[src/rtl/lsu_pkg.sv]
// lsu_pkg: shared funct3 encodings, FSM state type and alignment helper for the load/store unit
package lsu_pkg;

   localparam logic [2:0] F3_B  = 3'b000;
   localparam logic [2:0] F3_H  = 3'b001;
   localparam logic [2:0] F3_W  = 3'b010;
   localparam logic [2:0] F3_BU = 3'b100;
   localparam logic [2:0] F3_HU = 3'b101;

   typedef enum logic [1:0] {IDLE, BUSY, DONE} lsu_state_t;

   // halfwords need an even address, words a 4-byte aligned one
   function automatic logic is_misaligned(input logic [2:0] funct3, input logic [1:0] off);
      return (funct3[1:0] == F3_H[1:0] && off[0]) || (funct3[1:0] == F3_W[1:0] && off != 2'b00);
   endfunction

endpackage

[src/rtl/lsu_align.sv]
// lsu_align: byte-lane steering for stores and lane extraction/extension for loads
module lsu_align
   import lsu_pkg::*;
#(
   parameter int XLEN = 32
) (
   input  logic [1:0]      i_st_size,
   input  logic [1:0]      i_st_off,
   input  logic [XLEN-1:0] i_st_wdata,
   output logic [3:0]      o_be,
   output logic [XLEN-1:0] o_wdata,
   input  logic [2:0]      i_ld_funct3,
   input  logic [1:0]      i_ld_off,
   input  logic [XLEN-1:0] i_ld_rdata,
   output logic [XLEN-1:0] o_ld_data
);

   logic [XLEN-1:0] w_shift;
   logic [15:0]     w_half;

   // byte enables and replicated write data derived from access size and offset
   always_comb begin
      o_be    = i_st_size == F3_B[1:0] ? 4'b0001 << i_st_off :
                i_st_size == F3_H[1:0] ? (i_st_off[1] ? 4'b1100 : 4'b0011) : 4'b1111;
      o_wdata = i_st_size == F3_B[1:0] ? {4{i_st_wdata[7:0]}} :
                i_st_size == F3_H[1:0] ? {2{i_st_wdata[15:0]}} : i_st_wdata;
   end

   // pick the addressed lane and sign- or zero-extend it
   always_comb begin
      w_shift   = i_ld_rdata >> {i_ld_off, 3'b000};
      w_half    = i_ld_off[1] ? i_ld_rdata[31:16] : i_ld_rdata[15:0];
      o_ld_data = i_ld_funct3 == F3_B  ? {{(XLEN-8){w_shift[7]}}, w_shift[7:0]} :
                  i_ld_funct3 == F3_BU ? {{(XLEN-8){1'b0}}, w_shift[7:0]} :
                  i_ld_funct3 == F3_H  ? {{(XLEN-16){w_half[15]}}, w_half} :
                  i_ld_funct3 == F3_HU ? {{(XLEN-16){1'b0}}, w_half} : i_ld_rdata;
   end

endmodule

[src/rtl/load_store_unit.sv]
// load_store_unit: M-stage load/store unit driving a req/ack word bus and stalling the pipeline
module load_store_unit
   import lsu_pkg::*;
#(
   parameter int XLEN    = 32,
   parameter int TIMEOUT = 255
) (
   input  logic            clk,
   input  logic            rst,
   input  logic            req_valid_i,
   input  logic            req_we_i,
   input  logic [2:0]      req_funct3_i,
   input  logic [XLEN-1:0] req_addr_i,
   input  logic [XLEN-1:0] req_wdata_i,
   output logic            stall_o,
   output logic            done_o,
   output logic [XLEN-1:0] rdata_o,
   output logic            misalign_o,
   output logic            fault_o,
   output logic            bus_req_o,
   output logic            bus_we_o,
   output logic [XLEN-1:0] bus_addr_o,
   output logic [3:0]      bus_be_o,
   output logic [XLEN-1:0] bus_wdata_o,
   input  logic            bus_ack_i,
   input  logic            bus_err_i,
   input  logic [XLEN-1:0] bus_rdata_i
);

   lsu_state_t      r_state, w_next;
   logic [15:0]     r_cnt;
   logic [2:0]      r_funct3;
   logic [1:0]      r_off;
   logic            r_we;
   logic            r_bus_req, r_bus_we;
   logic [XLEN-1:0] r_bus_addr, r_bus_wdata, r_rdata;
   logic [3:0]      r_bus_be;
   logic            r_fault;
   logic            w_illegal, w_misalign, w_timeout, w_stall, w_mis;
   logic [3:0]      w_be;
   logic [XLEN-1:0] w_wdata, w_ld_data;

   assign w_illegal  = req_we_i ? req_funct3_i > F3_W : (req_funct3_i == 3'b011 || req_funct3_i[2:1] == 2'b11);
   assign w_misalign = !w_illegal && is_misaligned(req_funct3_i, req_addr_i[1:0]);
   assign w_timeout  = r_cnt == 16'(TIMEOUT - 1);

   lsu_align #(.XLEN(XLEN)) u_align (
      .i_st_size   (req_funct3_i[1:0]),
      .i_st_off    (req_addr_i[1:0]),
      .i_st_wdata  (req_wdata_i),
      .o_be        (w_be),
      .o_wdata     (w_wdata),
      .i_ld_funct3 (r_funct3),
      .i_ld_off    (r_off),
      .i_ld_rdata  (bus_rdata_i),
      .o_ld_data   (w_ld_data)
   );

   // state register
   always_ff @(posedge clk or negedge rst) begin
      if (!rst) r_state <= IDLE;
      else      r_state <= w_next;
   end

   // next state plus combinational stall/misalign decode
   always_comb begin
      w_next  = r_state;
      w_stall = 1'b0;
      w_mis   = 1'b0;
      case (r_state)
         IDLE: begin
            if (req_valid_i && w_illegal) begin
               w_next  = DONE;
               w_stall = 1'b1;
            end else if (req_valid_i && w_misalign) begin
               w_mis = 1'b1;
            end else if (req_valid_i) begin
               w_next  = BUSY;
               w_stall = 1'b1;
            end
         end
         BUSY: begin
            w_stall = 1'b1;
            if (bus_ack_i || bus_err_i || w_timeout) w_next = DONE;
         end
         default: w_next = IDLE;
      endcase
   end

   // latched request, bus drive, timeout counter and completion result
   always_ff @(posedge clk or negedge rst) begin
      if (!rst) begin
         r_cnt       <= '0;
         r_funct3    <= '0;
         r_off       <= '0;
         r_we        <= 1'b0;
         r_bus_req   <= 1'b0;
         r_bus_we    <= 1'b0;
         r_bus_addr  <= '0;
         r_bus_be    <= '0;
         r_bus_wdata <= '0;
         r_rdata     <= '0;
         r_fault     <= 1'b0;
      end else if (r_state == IDLE && w_next == BUSY) begin
         r_cnt       <= '0;
         r_funct3    <= req_funct3_i;
         r_off       <= req_addr_i[1:0];
         r_we        <= req_we_i;
         r_bus_req   <= 1'b1;
         r_bus_we    <= req_we_i;
         r_bus_addr  <= {req_addr_i[XLEN-1:2], 2'b00};
         r_bus_be    <= w_be;
         r_bus_wdata <= req_we_i ? w_wdata : '0;
      end else if (r_state == IDLE && w_next == DONE) begin
         r_fault <= 1'b1;
         r_rdata <= '0;
      end else if (r_state == BUSY && w_next == DONE) begin
         r_bus_req <= 1'b0;
         r_fault   <= bus_err_i || !bus_ack_i;
         r_rdata   <= (bus_ack_i && !bus_err_i && !r_we) ? w_ld_data : '0;
      end else if (r_state == BUSY) begin
         r_cnt <= r_cnt + 16'd1;
      end else if (r_state == DONE) begin
         r_fault <= 1'b0;
         r_rdata <= '0;
      end
   end

   assign stall_o     = rst && w_stall;
   assign misalign_o  = rst && w_mis;
   assign done_o      = r_state == DONE;
   assign rdata_o     = done_o ? r_rdata : '0;
   assign fault_o     = done_o && r_fault;
   assign bus_req_o   = r_bus_req;
   assign bus_we_o    = r_bus_we;
   assign bus_addr_o  = r_bus_addr;
   assign bus_be_o    = r_bus_be;
   assign bus_wdata_o = r_bus_wdata;

endmodule
[config.mk]
export PLATFORM = sky130hd
export DESIGN_NAME = load_store_unit
export DESIGN_NICKNAME = d
export VERILOG_FILES = /design/src/rtl/lsu_pkg.sv /design/src/rtl/lsu_align.sv /design/src/rtl/load_store_unit.sv
export SDC_FILE = /design/constraint.sdc
export NUM_CORES = 1
export LEC_CHECK = 0
export BUFFER_PORTS_ARGS = -buffer_cell sky130_fd_sc_hd__buf_2
export CORE_MARGIN = 3
export CORE_UTILIZATION = 47
export CTS_CLUSTER_SIZE = 16
export DETAILED_ROUTE_END_ITERATION = 7
export PLACE_DENSITY = 0.77
export SYNTH_ARGS = -nofsm -noshare
export SYNTH_HDL_FRONTEND = slang
export SYNTH_SLANG_ARGS = --single-unit
[constraint.sdc]
create_clock -name clk -period 2.5 [get_ports clk]
set_input_delay 0.5 -clock clk [delete_from_list [all_inputs] [get_ports clk]]
set_output_delay 0.5 -clock clk [all_outputs]
set_load 0.02 [all_outputs]
==> results.md, run 1 <==
* Status: complete, but fails checks
* Failing checks: setup timing
* Mapped Cells at 662
* Main area contributors after synthesis: dfrtp_1, mux2_2, o21ai_0
* Post-Synth XOR/XNOR Area at 0.263%
* Async set-reset flop share out of synthesis at 100%
* Post-synth EDFFs at 0
* Number of diodes at 0
* H-tree depth at 4
* Simple-Gate Fraction of Synth Area at 14.3%
* Initial antenna violation count at 0
* Post-synthesis sequential area ratio at 46.5%
* CTS max path bufs at 2
* Core area at 0.0136 mm²
* Clk root buf: clkbuf_16
* Via count of the first global-routing pass at 6005
* Pleak at 4.35 nW
* Starting Density at 49.2%
* Number of synthesis warnings at 0
* Max cap viols at 0
* Commonest cells after routing, fill and taps aside: buf_2, dfrtp_1, nand2_1
* Die span in x at 125 µm
* Largest family of logic cells by synthesized area: compound AO/OA/AOI/OAI gates
* Nets@finish at 974
* Largest net degree at the start of global routing at 125
* Multiplexer share of the synthesized area at 14.1%
* Vias at 6194
* Critical Path End Type: register
* Req. time, crit path at 2.80 ns
* Worst min-delay path class: input pin to asynchronous set/reset pin
* Post-route setup slack at -0.0248 ns
* # rows at 42
* RSZ-0062 raised after global routing: yes
* Share of cells above drive strength 1 at 39.4%
* Final setup violation count at 16
* Post-synth top area cell: dfrtp_1
* Top cell type's share of synthesized area at 46.5%
* Register share of total power at 34.6%
* DR vias/cell at 5.87
* TritonCTS Buffers at 17
* Detail Route Antenna Nets at 0
* Post-Syn Area at 0.00667 mm²
* Die Y at 125 µm
* DR iter-0 viols at 489
* Pins Over Slew Limit at 0
* First-pass DRT Iterations at 6
* Int Power at 5.06 mW
* Distinct cells, synth at 52
* DIE AREA at 0.0156 mm²
* Tcrit/Tclk final at 101%
* Switching Fraction at 34.2%
* CP max FO at 8
* Clock Sinks at 124
* Gpl congestion at 0.841
* Post-synthesis register bit count at 124
* Worst slew margin at 54.5%
* IO Pins at 211
* DRT Wirelength at 19700 µm
* Area grow syn2layout at 30.2%
* Core Util, Final at 64.0%
* Clock power share at 33.2%
* Main synth FF type: dfrtp_1
* Setup TNS at -0.232 ns
* Peak Freq at 396 MHz
* # DRC at 0
* TritonCTS clock tree: built
* I/O Buffers at 208
* Complex-gate fraction of the synthesized area at 19.4%
* Mapped Avg Cell Area at 10.1 µm²
* Final hold vios at 0
* Post-synthesis adder-cell area fraction at 0.375%
* PnR Total Power at 7.70 mW
* Worst vdd ir at 589 µV
* DR WL/cell at 18.7 µm
* CTS clk-pin slew, worst paths at 0.06 ns
* Commonest non-fill, non-tap cell in the layout: buf_2
* Slew @ Worst Pin at 0.683 ns
* Psw at 2.64 mW
* Dpl hpwl at 13400 µm
* Hold_ws at 0.210 ns
* GRT overflow at 0
* Gr usage total at 24.3%
* Critical path class: register to register
* Power Dens Cells at 888 mW/mm²
* Worst skew pair latency at 0.42 ns
* Setup crit start kind: register
* Critical Path AT at 2.83 ns
* Worst clock skew at 0.0106 ns
* Gate power share at 32.2%
* Min cycle time layout at 2.52 ns
* CTS hold repair buffers at 0
* First-pass GRT wire length at 31000 µm
-- what timing repair did --
action | 4_1_cts | 5_1_grt
endpoints found under the setup margin | 23 | 24
pin swaps | 1 | 27
gates resized for setup | 0 | 4
gates cloned | 0 | 3
setup buffers | 0 | 0
-- sequential cells by signal (all words and copies together), names as in the netlist --
register     count
bus_wdata_o     32
r_fault          1
r_off            2
bus_req_o        1
r_rdata         32
bus_we_o         1
bus_be_o         4
r_state          2
bus_addr_o      30
r_cnt           16
r_funct3         3
-- cell usage after synthesis (3+ instances only) --
| cell type | count |
|---|---|
| mux2_2 | 55 |
| or4_1 | 5 |
| nand2b_1 | 5 |
| and3_1 | 36 |
| a21boi_0 | 8 |
| clkbuf_1 | 45 |
| o2bb2ai_1 | 8 |
| dfrtp_1 | 124 |
| o22ai_1 | 14 |
| or3_1 | 8 |
| o21ai_0 | 57 |
| nor2_1 | 11 |
| buf_1 | 3 |
| nand2_1 | 74 |
| mux4_2 | 8 |
| and2_1 | 3 |
| a221o_1 | 7 |
| nand3_1 | 5 |
| mux2i_1 | 14 |
| nand4_1 | 9 |
| o31ai_1 | 37 |
| nor3_1 | 11 |
| buf_2 | 6 |
| a22o_1 | 24 |
| nor2b_1 | 7 |
| inv_1 | 20 |
| a21oi_1 | 24 |
| buf_6 | 3 |
-- per-layer routing --
layer / wire, µm / part of all wire [%] / up-vias / global-route usage, %
met4: 501 / 2.5 / 0 / 9.12
met3: 1780 / 9.1 / 42 / 7.12
li1: - / - / 2853 / -
met5: 0 / 0 / - / 0
met1: 8000 / 41 / 2975 / 31.3
met2: 9410 / 48 / 324 / 39.3
-- per-stage QoR --
| step | worst slack [ns] | std cells | instance area [µm²] |
|---|---|---|---|
| global placement | 0.00853 | 1021 | 7990 |
| detailed placement | -0.0191 | 1021 | 7990 |
| finish | -0.0248 | 1056 | 8680 |
| global route | -0.0750 | 1056 | 8680 |
| floorplan | 0.0136 | 663 | 6670 |
| CTS | 0.00538 | 1053 | 8600 |
-- cell families after synthesis --
| logic type | Yosys count |
|---|---|
| muxes | 77 |
| other | 1 |
| and+or+nand+nor | 185 |
| adders and majority gates | 2 |
| AOI/OAI and AO/OA | 192 |
| buffers and inverters | 79 |
| xor gates and xnor gates | 2 |
| DFF | 124 |
-- worst paths after layout --
kind	endpoint	slack [ns]	start	depth (start not counted)
setup reg to reg	r_rdata[17]$_DFFE_PN0P_	-0.02	r_cnt[0]$_DFFE_PN0P_	7
setup / recovery	r_rdata[17]$_DFFE_PN0P_	-0.02	r_cnt[0]$_DFFE_PN0P_	7
min in group clk	bus_addr_o[20]$_DFFE_PN0N_	0.31	req_addr_i[20]	2
hold reg to reg	r_rdata[7]$_DFFE_PN0P_	0.48	r_rdata[7]$_DFFE_PN0P_	1
hold / removal	bus_addr_o[6]$_DFFE_PN0N_	0.21	rst	2
max in group asynchronous	r_rdata[21]$_DFFE_PN0P_	1.75	rst	2
-- power groups by stage --
stage | registers (mW) | logic, mW | clock network [mW]
finish | 2.66 | 2.48 | 2.56
floorplan | 3.04 | 1.17 | 0
global placement | 2.67 | 2.36 | 0
global route | 2.72 | 2.67 | 2.67
detailed placement | 2.68 | 2.40 | 0
CTS | 2.66 | 2.41 | 2.58
-- worst max-delay path, cell delays in order, from the launching register on --
cell and delay, ns:
dfrtp_1 0.38, inv_2 0.08, ha_4 0.11, or4b_4 0.45
or4_4 0.48, a221o_2 0.50, clkbuf_16 0.20, a22o_1 0.21
-- cell type report --
type | instances | area (µm²)
Multi-Input combinational cell | 460 | 3260
Inverter | 20 | 75.1
Fill cell | 1095 | 4880
Timing Repair Buffer | 244 | 1400
Sequential cell | 124 | 3100
Clock buffer | 23 | 478
Tap cell | 176 | 220
Clock inverter | 9 | 135
Power figures use the tool's default switching activity.
==> run 2, diff against run 1 <==
Settings changed: CORE_UTILIZATION 47 to 30, PLACE_DENSITY 0.77 to default.
==> run 2 against run 1 <==
The run still ends with setup timing left; via count is 2.6% lower; power is 1.1% lower; first-iteration DRC count is 27% lower; setup slack worse by 0.013 ns; register-to-register slack hardly changed; hold slack better by 0.019 ns; clock skew is 0.0056 ns higher; critical path depth stayed put; core utilization is 23 points lower; final cell count is 10% higher; critical endpoint is now r_rdata[24]$_DFFE_PN0P_; largest power group unchanged.
==> results.md, run 2 (synthesis results as in run 1) <==
* Place WS at -0.0415 ns
* Largest net degree at the start of global routing at 125
* Number of diodes at 0
* Failing checks: setup timing
* Via count of the first global-routing pass at 6058
* CTS hold repair buffers at 0
* IO Pins at 211
* DRT Wirelength at 20900 µm
* Die Y at 155 µm
* Area grow syn2layout at 32.9%
* Worst min-delay path class: input pin to asynchronous set/reset pin
* Peak Freq at 394 MHz
* DR WL/cell at 18.0 µm
* Clk root buf: clkbuf_16
* Met2 Usage GRT at 27.8%
* Final setup violation count at 17
* DR iter-0 viols at 356
* CTS max path bufs at 2
* GRT overflow at 0
* Met1 Use GR at 22.8%
* Status: complete, but fails checks
* Critical Path AT at 2.84 ns
* Pins Over Slew Limit at 0
* Commonest non-fill, non-tap cell in the layout: buf_2
* Clock Sinks at 124
* Starting Density at 31.1%
* CP startpoint: r_cnt[0]$_DFFE_PN0P_
* Min cycle time layout at 2.54 ns
* Gpl congestion at 0.838
* First-pass GRT wire length at 33400 µm
* Gr usage total at 17.3%
* Reg-to-reg critical path startpoint: r_cnt[0]$_DFFE_PN0P_
* CP max FO at 8
* Req. time, crit path at 2.80 ns
* Critical Path End Type: register
* Post-route setup slack at -0.0373 ns
* Dpl hpwl at 14500 µm
* # DRC at 0
* Fin cells at 1162
* TritonCTS clock tree: built
* Power Dens Cells at 860 mW/mm²
* Top Usage Layer GRT: met2
* Detail Route Antenna Nets at 0
* I/O Buffers at 208
* Hold_ws at 0.229 ns
* Met3 Use GR at 4.87%
* DIE AREA at 0.0240 mm²
* DR vias/cell at 5.19
* PnR Total Power at 7.62 mW
* Tcrit/Tclk final at 101%
* CTS clk-pin slew, worst paths at 0.07 ns
* H-tree depth at 4
* Share of cells above drive strength 1 at 40.4%
* Max cap viols at 0
* Nets@finish at 981
* Worst slew margin at 55.0%
* Worst vdd ir at 435 µV
* Layout filler cell count at 2141
* Placed Cells at 1123
* First-pass DRT Iterations at 5
* Worst skew pair latency at 0.42 ns
* Initial antenna violation count at 1
* Worst clock skew at 0.0161 ns
* Final hold vios at 0
* # rows at 53
* Setup crit start kind: register
* TritonCTS Buffers at 17
* Commonest cells after routing, fill and taps aside: buf_2, dfrtp_1, nand2_1
* Pleak at 4.39 nW
* Core area at 0.0214 mm²
* Critical path class: register to register
* Slew @ Worst Pin at 0.675 ns
* Vias at 6032
* Die span in x at 155 µm
* RSZ-0062 raised after global routing: yes
[run 2: final timing paths]
check	to	slack (ns)	cells after the start
max in group asynchronous	r_cnt[6]$_DFFE_PN0P_	1.79	2
min	bus_wdata_o[26]$_DFFE_PN0N_	0.23	2
max	r_rdata[24]$_DFFE_PN0P_	-0.04	7
max reg2reg	r_rdata[24]$_DFFE_PN0P_	-0.04	7
min in group clk	bus_addr_o[19]$_DFFE_PN0N_	0.31	2
min reg2reg	r_rdata[17]$_DFFE_PN0P_	0.50	1
[run 2: per-layer routing]
metal	wire [µm]	up-vias
met5	13	-
met1	9350	2927
li1	-	2882
met2	9940	200
met4	344	2
met3	1230	21
[run 2: what timing repair did]
item / CTS / global route
gates resized for setup: 8 / 1
gates cloned: 3 / 0
pin swaps: 18 / 1
buffers inserted: 3 / 1
endpoints found under the setup margin: 23 / 28
[run 2: worst max-delay path: stages (launching register included)]
cell and delay [ns]:
dfrtp_1 0.39, inv_2 0.08, ha_4 0.12, or4b_4 0.44
or4_1 0.47, a221o_2 0.41, bufbuf_16 0.29, a22o_1 0.22
[run 2: final cells by class]
class                   count  area, µm²  share of cell area [%]
clock buffers              17        425                    4.80
clock inverters            15        145                    1.64
inverters                  20       75.1                   0.847
multi-input cells         460       3280                    37.0
flip-flops and latches    124       3100                    35.0
well taps                 275        344                    3.88
repair buffers            251       1490                    16.8
[run 2: power breakdown]
group          leakage (nW)  switching, mW  internal (mW)  total, mW
Combinational          2.50           1.51           1.07       2.58
Sequential             1.61          0.215           2.40       2.62
Clock                 0.278           1.10           1.32       2.42
Total                  4.39           2.83           4.80       7.62
[run 2: per-stage QoR]
step           utilization [%]  instance area, µm²  setup TNS (ns)
2_1_floorplan                -                6670               0
3_3_place_gp              37.9                8120          -0.243
3_5_place_dp              37.9                8120          -0.534
4_1_cts                   41.3                8850          -0.409
5_1_grt                   41.4                8860           -1.41
6_report                  41.4                8860          -0.335
==> run 3, diff against run 2 <==
--- a/config.mk
+++ b/config.mk
@@ -11,4 +11,5 @@
 export CTS_CLUSTER_SIZE = 16
 export DETAILED_ROUTE_END_ITERATION = 7
+export SKIP_LAST_GASP = 1
 export SYNTH_ARGS = -nofsm -noshare
 export SYNTH_HDL_FRONTEND = slang
==> constraint.sdc (replaced) <==
create_clock -name clk -period 2.5 [get_ports clk]
set_input_delay 0.5 -clock clk [delete_from_list [all_inputs] [get_ports clk]]
set_output_delay 0.5 -clock clk [all_outputs]
set_load 0.1 [all_outputs]
==> run 3 against run 2 <==
The run still ends with setup timing left; clock power rose by 3%; core utilization rose by 1.3 points; die area unchanged; clock skew decreased by 0.0064 ns; critical path type unchanged; largest cell class unchanged; largest power group is now combinational cells.
==> results.md, run 3 (synthesis results as in run 1) <==
* Tcrit/Tclk final at 102%
* Register share of total power at 26.9%
* RR Endpoint: r_rdata[10]$_DFFE_PN0P_
* Setup crit start kind: register
* First-pass DRT Iterations at 5
* IO Pins at 211
* Clock power share at 25.4%
* Status: complete, but fails checks
* Dpl hpwl at 14900 µm
* CP max FO at 32
* Place WS at -0.0762 ns
* Largest net degree at the start of global routing at 125
* DRT Wirelength at 20600 µm
* Critical Path End Type: register
* Pins Over Slew Limit at 0
* Reg-to-reg critical path startpoint: r_cnt[0]$_DFFE_PN0P_
* Peak Freq at 393 MHz
* Area of the multi-input gates at 0.00329 mm²
* Commonest cells after routing, fill and taps aside: buf_2, dfrtp_1, nand2_1
* Worst clock skew at 0.00972 ns
* Initial antenna violation count at 2
* Crit-path cells: inv_1 -> ha_1 -> or4b_4 -> or4_1 -> a221o_2 -> buf_12 -> a22o_1
* Final hold vios at 0
* Pleak at 4.39 nW
* DR WL/cell at 17.8 µm
* CTS hold repair buffers at 0
* Worst min-delay path class: input pin to asynchronous set/reset pin
* TritonCTS Buffers at 17
* Switching Fraction at 49.6%
* Register area at 0.00310 mm²
* Req. time, crit path at 2.80 ns
* Via count of the first global-routing pass at 5886
* Detail Route Antenna Nets at 0
* H-tree depth at 4
* R2R setup slack at -0.05 ns
* DR iter-0 viols at 518
* DIE AREA at 0.0240 mm²
* First-pass GRT wire length at 33000 µm
* CTS clk-pin slew, worst paths at 0.06 ns
* Critical path class: register to register
* Failing checks: setup timing
* Gate power share at 47.7%
* # DRC at 0
* Int Power at 4.94 mW
* Worst vdd ir at 599 µV
* Slew @ Worst Pin at 0.680 ns
* Post-route setup slack at -0.0457 ns
* Clk root buf: clkbuf_16
* Worst skew pair latency at 0.42 ns
* Worst R2R Path Depth at 7
* TritonCTS clock tree: built
* Area grow syn2layout at 37.2%
* Power Dens Cells at 1070 mW/mm²
* Max cap viols at 0
* Vias at 5998
* Core area at 0.0214 mm²
* Layout filler cell count at 2075
* Clock Sinks at 124
* Setup TNS at -0.682 ns
* # rows at 53
* Gr usage total at 17.0%
* Gpl congestion at 0.943
* DR vias/cell at 5.18
* Die Y at 155 µm
* CTS max path bufs at 2
* Die span in x at 155 µm
* CP max-delay cell: or4_1
* Psw at 4.85 mW
* Commonest non-fill, non-tap cell in the layout: buf_2
* Nets@finish at 975
* GRT overflow at 0
* Min cycle time layout at 2.55 ns
* I/O Buffers at 208
* RSZ-0062 raised after global routing: yes
* Final setup violation count at 23
* Share of cells above drive strength 1 at 40.0%
* Largest stage delay on the critical path at 0.54 ns
* Critical Path AT at 2.84 ns
* Worst slew margin at 54.6%
* Starting Density at 31.1%
## run 3: cell types whose count changed in the layout (fill, tap and decap cells not counted), moves of 2 or more
cell,delta
buf_2,-36
bufinv_16,+2
buf_16,-2
o2bb2ai_2,-3
o2bb2ai_1,+3
inv_8,-4
clkbuf_4,+13
buf_12,+22
clkinv_4,+2
## run 3: cell type report
class	count	share of cell area, %
Antenna cell	1	0.0274
Clock inverter	14	1.72
Sequential cell	124	33.9
Timing Repair Buffer	245	19.0
Tap cell	275	3.76
Multi-Input combinational cell	460	35.9
Clock buffer	18	4.80
Inverter	20	0.821
## run 3: worst max-delay path by stage
| stage | startpoint | to | depth (start not counted) |
|---|---|---|---|
| 2_1_floorplan | req_funct3_i[0] | misalign_o | 5 |
| 3_3_place_gp | r_cnt[0]$_DFFE_PN0P_ | r_rdata[11]$_DFFE_PN0P_ | 7 |
| 3_5_place_dp | r_cnt[0]$_DFFE_PN0P_ | r_rdata[21]$_DFFE_PN0P_ | 7 |
| 4_1_cts | r_cnt[0]$_DFFE_PN0P_ | r_rdata[30]$_DFFE_PN0P_ | 7 |
| 5_1_grt | r_cnt[0]$_DFFE_PN0P_ | r_rdata[30]$_DFFE_PN0P_ | 7 |
| 6_report | r_cnt[0]$_DFFE_PN0P_ | r_rdata[10]$_DFFE_PN0P_ | 7 |
## run 3: critical path: cells and delay by family, from the launching register on
| family | cells | cell delay (ns) |
|---|---|---|
| buffers and inverters | 2 | 0.26 |
| AOI/OAI and AO/OA | 2 | 0.63 |
| DFF | 1 | 0.38 |
| adders and majority gates | 1 | 0.15 |
| and+or+nand+nor | 2 | 1.00 |
## run 3: routing by layer
metal  up-vias  global-route usage [%]  wire (µm)
met4         2                    6.60        510
met1      2878                    23.6       9180
met5         -                       0         13
met3        33                    4.45       1400
met2       225                    25.5       9460
li1       2860                       -          -
## run 3: power by group through the flow
stage / Sequential, mW / Combinational, mW / Clock, mW
4_1_cts: 2.63 / 4.69 / 2.55
3_3_place_gp: 2.65 / 4.66 / 0
6_report: 2.63 / 4.67 / 2.49
5_1_grt: 2.69 / 4.90 / 2.63
2_1_floorplan: 5.07 / 1.27 / 0
3_5_place_dp: 2.66 / 4.68 / 0
## run 3: per-stage QoR
stage | hold slack [ns] | cell area, µm² | power (mW) | utilization (%) | std cells
global route | 0.296 | 9150 | 10.2 | 42.7 | 1157
floorplan | 0.204 | 6740 | 6.34 | - | 663
finish | 0.232 | 9150 | 9.79 | 42.7 | 1157
detailed placement | 0.471 | 8510 | 7.35 | 39.7 | 1124
global placement | 0.464 | 8510 | 7.31 | 39.7 | 1124
CTS | 0.275 | 9110 | 9.87 | 42.5 | 1156
## run 3: what timing repair did
item | CTS | global route
buffers inserted | 0 | 0
gates resized for setup | 1 | 13
cloned | 0 | 0
endpoints found under the setup margin | 25 | 41
pin swaps | 1 | 1
